[src/rtl/config_loader_pkg.sv]
// config_loader_pkg: load-sequencer states and readback marker shared by config_chain_loader
package config_loader_pkg;

    typedef enum logic [2:0] {
        ST_IDLE,
        ST_MARKER,
        ST_FETCH,
        ST_SHIFT,
        ST_DONE
    } state_t;

    localparam int MARKER_WIDTH = 16;
    localparam logic [MARKER_WIDTH-1:0] MARKER = 16'hA5C3;

endpackage

[src/rtl/config_loader_serializer.sv]
// config_loader_serializer: latches one bitstream word and hands its bits out LSB-first,
// one bit ahead of the chain so the top can register chain_data without extra latency.
module config_loader_serializer #(
    parameter int WORD_WIDTH = 32,
    localparam int CW = $clog2(WORD_WIDTH + 1)
) (
    input  logic                  config_clock,
    input  logic                  config_nreset,
    input  logic                  load,
    input  logic [WORD_WIDTH-1:0] word,
    input  logic [CW-1:0]         nbits,
    input  logic                  shift,
    output logic                  bit_out,
    output logic                  word_done
);

    logic [WORD_WIDTH-1:0] r_sreg;
    logic [CW-1:0]         r_cnt;

    // bit 0 goes straight to chain_data at load, so the register keeps bits 1.. and the count of bits still owed
    always_ff @(posedge config_clock or negedge config_nreset) begin
        if (!config_nreset) begin
            r_sreg <= '0;
            r_cnt  <= '0;
        end else if (load) begin
            r_sreg <= word >> 1;
            r_cnt  <= nbits;
        end else if (shift && r_cnt != '0) begin
            r_sreg <= r_sreg >> 1;
            r_cnt  <= r_cnt - CW'(1);
        end
    end

    assign bit_out   = r_sreg[0];
    assign word_done = (r_cnt == CW'(1));

endmodule

[src/rtl/config_chain_loader.sv]
// config_chain_loader: serializes host bitstream words LSB-first into the tile config chain.
// Optional readback check of a 16-bit marker at the chain tail: define CONFIG_LOADER_READBACK_EN
// (assumes CHAIN_LENGTH >= 16 so the whole marker returns during payload shifts).
module config_chain_loader
    import config_loader_pkg::*;
#(
    parameter int WORD_WIDTH   = 32,
    parameter int CHAIN_LENGTH = 2304
) (
    input  logic                  config_clock,
    input  logic                  config_nreset,
    input  logic                  start,
    input  logic [WORD_WIDTH-1:0] word_data,
    input  logic                  word_valid,
    output logic                  word_ready,
    output logic                  chain_data,
    output logic                  chain_enable,
    input  logic                  chain_return,
    output logic                  busy,
    output logic                  done,
    output logic                  error
);

    localparam int RW     = $clog2(CHAIN_LENGTH + 1);
    localparam int CW     = $clog2(WORD_WIDTH + 1);
    localparam int WW_CAP = (WORD_WIDTH < CHAIN_LENGTH) ? WORD_WIDTH : CHAIN_LENGTH;

    state_t        r_state;
    logic [RW-1:0] r_rem;
    logic          r_ready;
    logic          r_data;
    logic          r_enable;
    logic          r_busy;
    logic          r_done;
    logic          w_load;
    logic          w_shift;
    logic          w_bit_out;
    logic          w_word_done;
    logic [CW-1:0] w_nbits;

    assign w_load  = (r_state == ST_FETCH) && word_valid;
    assign w_shift = (r_state == ST_SHIFT);
    // the last word only carries the bits still owed to the chain; its high bits are dropped
    assign w_nbits = (r_rem >= RW'(WW_CAP)) ? CW'(WW_CAP) : CW'(r_rem);

`ifdef CONFIG_LOADER_READBACK_EN
    logic [3:0] r_mcnt;
    logic       r_error;
    logic [3:0] w_ridx;
    logic       w_mismatch;
    // the marker reaches the tail during the final 16 payload shifts: remaining r maps to marker bit 16-r
    assign w_ridx     = 4'(MARKER_WIDTH - 1) - 4'(r_rem - RW'(1));
    assign w_mismatch = (r_rem <= RW'(MARKER_WIDTH)) && (chain_return != MARKER[w_ridx]);
    assign error      = r_error;
`else
    logic w_unused_return;
    assign w_unused_return = chain_return;
    assign error           = 1'b0;
`endif

    config_loader_serializer #(
        .WORD_WIDTH(WORD_WIDTH)
    ) u_ser (
        .config_clock (config_clock),
        .config_nreset(config_nreset),
        .load         (w_load),
        .word         (word_data),
        .nbits        (w_nbits),
        .shift        (w_shift),
        .bit_out      (w_bit_out),
        .word_done    (w_word_done)
    );

    // load sequencer: IDLE -> [MARKER] -> (FETCH -> SHIFT)* -> DONE, every output set one edge ahead
    always_ff @(posedge config_clock or negedge config_nreset) begin
        if (!config_nreset) begin
            r_state  <= ST_IDLE;
            r_rem    <= '0;
            r_ready  <= 1'b0;
            r_data   <= 1'b0;
            r_enable <= 1'b0;
            r_busy   <= 1'b0;
            r_done   <= 1'b0;
`ifdef CONFIG_LOADER_READBACK_EN
            r_mcnt   <= '0;
            r_error  <= 1'b0;
`endif
        end else begin
            r_done <= 1'b0;
            case (r_state)
                ST_IDLE: begin
                    if (start) begin
                        r_busy <= 1'b1;
                        r_rem  <= RW'(CHAIN_LENGTH);
`ifdef CONFIG_LOADER_READBACK_EN
                        r_error  <= 1'b0;
                        r_mcnt   <= '0;
                        r_enable <= 1'b1;
                        r_data   <= MARKER[0];
                        r_state  <= ST_MARKER;
`else
                        r_ready <= 1'b1;
                        r_state <= ST_FETCH;
`endif
                    end
                end
`ifdef CONFIG_LOADER_READBACK_EN
                ST_MARKER: begin
                    if (r_mcnt == 4'(MARKER_WIDTH - 1)) begin
                        r_enable <= 1'b0;
                        r_ready  <= 1'b1;
                        r_state  <= ST_FETCH;
                    end else begin
                        r_data <= MARKER[r_mcnt + 4'd1];
                        r_mcnt <= r_mcnt + 4'd1;
                    end
                end
`endif
                ST_FETCH: begin
                    if (word_valid) begin
                        r_ready  <= 1'b0;
                        r_enable <= 1'b1;
                        r_data   <= word_data[0];
                        r_state  <= ST_SHIFT;
                    end
                end
                ST_SHIFT: begin
                    r_rem <= r_rem - RW'(1);
`ifdef CONFIG_LOADER_READBACK_EN
                    if (w_mismatch) r_error <= 1'b1;
`endif
                    if (w_word_done) begin
                        r_enable <= 1'b0;
                        if (r_rem == RW'(1)) begin
                            r_done  <= 1'b1;
                            r_state <= ST_DONE;
                        end else begin
                            r_ready <= 1'b1;
                            r_state <= ST_FETCH;
                        end
                    end else begin
                        r_data <= w_bit_out;
                    end
                end
                ST_DONE: begin
                    r_busy  <= 1'b0;
                    r_state <= ST_IDLE;
                end
                default: r_state <= ST_IDLE;
            endcase
        end
    end

    assign word_ready   = r_ready;
    assign chain_data   = r_data;
    assign chain_enable = r_enable;
    assign busy         = r_busy;
    assign done         = r_done;

endmodule

[config.mk]
export PLATFORM = sky130hd
export DESIGN_NAME = config_chain_loader
export DESIGN_NICKNAME = d
export VERILOG_FILES = /design/src/rtl/config_loader_pkg.sv /design/src/rtl/config_loader_serializer.sv /design/src/rtl/config_chain_loader.sv
export SDC_FILE = /design/constraint.sdc
export NUM_CORES = 1
export LEC_CHECK = 0
export BUFFER_PORTS_ARGS = -buffer_cell sky130_fd_sc_hd__buf_2
export CELL_PAD_IN_SITES_DETAIL_PLACEMENT = 0
export CELL_PAD_IN_SITES_GLOBAL_PLACEMENT = 1
export CORE_MARGIN = 1.5
export CORE_UTILIZATION = 49
export CTS_BUF_LIST = sky130_fd_sc_hd__clkbuf_4
export DETAILED_ROUTE_END_ITERATION = 8
export PLACE_DENSITY = 0.93
export SYNTH_ARGS = -nofsm -noshare
export SYNTH_HDL_FRONTEND = slang
export SYNTH_SLANG_ARGS = --single-unit
[constraint.sdc]
create_clock -name config_clock -period 3.11 [get_ports config_clock]
set_clock_uncertainty 0.1 [all_clocks]
set_input_delay 0.311 -clock config_clock [delete_from_list [all_inputs] [get_ports config_clock]]
set_output_delay 0.311 -clock config_clock [all_outputs]
set_load 0.01 [all_outputs]
==> flow_summary.toml <==
[power]
p_comb_share_pct = 42.1
clock_power_share_pct = 14.8
ir_worst_vdd_mv = 0.4493
p_int_uw = 1859
powerDensity_mw_per_mm2 = 988.6
p_seq_share_pct = 43.1
p_leak_uw = 0.001519
p_switching_uw = 1354
switching_share_pct = 42.14

[sta]
tns_ns = 0
relSlewSlack_pct = 29.52
setup_viol_count_final = 0
hold_slack_ns = -0.005858
period_share_pct = 72.93
finalMaxSlewViolations = 0
finalHoldViolCount = 31
max_freq_ghz = 0.4409
finalCriticalPeriod_ns = 2.268
tightest_slew_ns = 1.057
rsz0062_at_grt = "false"

[finish]
drive_above_1_share_pct = 21.08
multi_input_area_sq_mm = 0.001295
final_cell_mix = "57 x dfrtp_1, 46 x nand2_1, 40 x buf_2, 39 x nor2_1, 29 x a221o_1"
area_delta_synth_final_pct = 14.65
fill_cells = 503
seq_area_sq_mm = 0.001426
finalNetCount = 370
final_common_cell = "dfrtp_1"
n_antenna_cell = 0
fin_area_sq_mm = 0.003251

[setup_path]
start_kind = "register"
critPathKind = "reg -> reg"
path_max_fanout = 33
crit_required_ns = 3.30
end_kind = "register"
worst_ep_arrival_time_ns = 2.46
reg2reg_slack_ns = 0.84

[floorplanning]
initial_utilization_pct = 51.17
rows = 27
ios = 43
die_h_um = 79.07
dieArea_sq_mm = 0.006251
dieWidth_um = 79.07
core-area_sq_mm = 0.005540

[logic_synthesis]
netlist_instances = 285
synth_top_family_by_area = "simple AND/OR/NAND/NOR gates"
synthSimpleGateAreaFrac_pct = 20.52
async_reset_ff_share_pct = 100.0
syn_nets = 328
syn-cell-area_sq_mm = 0.002835
ys_warn_count = 0
synthXorXnorAreaFrac_pct = 0.3089
synth_cell_types = 47
ys_ff_latch = 57
synth-adder-area-share_pct = 2.648
synth_ff_type = "dfrtp_1"
yosysSeqAreaShare_pct = 50.31
synth-edff-count = 0
synth_compound_area_share_pct = 19.55
avgSynthCellArea_sq_um = 9.948
synthMuxAreaShare_pct = 2.515

[global_route]
grt_pass1_wl_mm = 10.46
gr-usage-all-layers_pct = 21.80
antenna_found_initial = 0
grt_start_max_net_pins = 49
first_global_vias = 2286
gr-total-overflow = 0

[route]
dr.pass1.iters = 4
drc = 0
drt_iter0_markers = 164
wl_per_cell_um = 14.85
ant_nets = 0
avgViaCountPerCell = 5.720
num_vias = 2311
routed_wl_mm = 5.999

[clock_tree]
cts_buffers = 9
h-tree-depth = 3
clockBufferDepth = 2
path_clk_slew_ns = 0.11
clock-sinks = 57
post_cts_buffers = 0
cts_root_buf = "clkbuf_4"
cts_tree = "yes"
insertion_delay_ns = 0.41

[placement]
gpl.final_weighted_congestion = 0.7790
place_area_sq_mm = 0.003079
port_buffers = 40
hpwl_mm = 3.842

[job]
maxCapViolations = 0

[min_path]
hold_class = "in -> async"

[run_status]
status = "finished with violations"
violations = "hold timing"
==> through the flow <==
step	setup slack (ns)	cells	util [%]	power [uW]	hold WS, ns
6_report	0.8417	404	58.67	3213	-0.005858
5_1_grt	0.6502	404	58.67	3507	0.0008798
4_1_cts	0.8401	404	58.67	3237	0.0005256
3_5_place_dp	0.8543	383	55.58	2739	0.3714
3_3_place_gp	0.8975	383	55.58	2681	0.3598
2_1_floorplan	1.280	285	-	2419	-0.08459
==> final timing paths <==
check,startpoint,end,cells after the start
worst max-delay path,u_ser.r_cnt[0],u_ser.r_sreg[11],6
worst min-delay path,config_nreset,r_rem[2],1
worst max register to register,u_ser.r_cnt[0],u_ser.r_sreg[11],6
worst min register to register,r_rem[7],r_rem[7],1
max in group asynchronous,config_nreset,u_ser.r_sreg[25],2
min in group config_clock,word_data[18],u_ser.r_sreg[17],2
==> routing by layer <==
metal  up-vias  GRT usage (%)  share of wire [%]
met3         6          6.092                4.4
met5         -              0                  0
met4         0          9.298                1.5
met2        62          34.36                 48
met1      1121          28.20                 46
li1       1122              -                  -
==> what timing repair did <==
| action | CTS | global route |
|---|---|---|
| hold endpoints to repair | 5 | 0 |
| hold buffers | 5 | 0 |
| gates resized for setup | 0 | 0 |
| endpoints found under the setup margin | 0 | 0 |
==> power by group through the flow <==
| stage | logic, uW | registers [uW] | clock network [uW] |
|---|---|---|---|
| 6_report | 1350 | 1380 | 477 |
| 5_1_grt | 1550 | 1430 | 519 |
| 4_1_cts | 1370 | 1380 | 494 |
| 3_5_place_dp | 1350 | 1380 | 0 |
| 3_3_place_gp | 1300 | 1380 | 0 |
| 2_1_floorplan | 1130 | 1290 | 0 |
==> flip-flops by register name (all words and copies together) (netlist names) <==
register      flops
chain_data        1
word_ready        1
done              1
u_ser.r_sreg     31
r_rem            12
busy              1
r_state           3
chain_enable      1
u_ser.r_cnt       6
==> Yosys cell counts, types with 3 or more instances <==
master    number  area (sq um)
nand2_1       46         172.7
nor4_1         3         18.77
a211oi_1       4         30.03
a21oi_1       11         55.05
clkbuf_1       9         33.78
dfrtp_1       57          1426
mux2i_1        6         60.06
buf_2         10         50.05
nor2_1        39         146.4
inv_1          6         22.52
ha_1           6         75.07
nand3_1        5         25.02
o21ai_0       11         55.05
a221o_1       29         290.3
or3_1          3         18.77
==> worst max-delay path: stages, from the launching register on <==
cell,delay [ns]
dfrtp_1,0.48
inv_1,0.10
ha_1,0.29
a21oi_4,0.42
buf_4,0.39
nor2_1,0.09
a221o_1,0.28
==> cells by family after synthesis <==
family                   Yosys count
adder cells (fa/ha/maj)            6
multiplexers                       7
other                              1
flip-flops                        57
AO/OA/AOI/OAI                     69
AND/OR/NAND/NOR                  118
XOR/XNOR                           1
buffers and inverters             26
==> cell type report <==
type / instances / share of cell area [%]
sequential: 57 / 43.88
multi-input combinational: 202 / 39.84
timing repair buffer: 51 / 9.084
tap: 72 / 2.771
clock buffer: 9 / 2.079
clock inverter: 7 / 1.655
inverter: 6 / 0.6928
(Power assumes the default switching activity.)
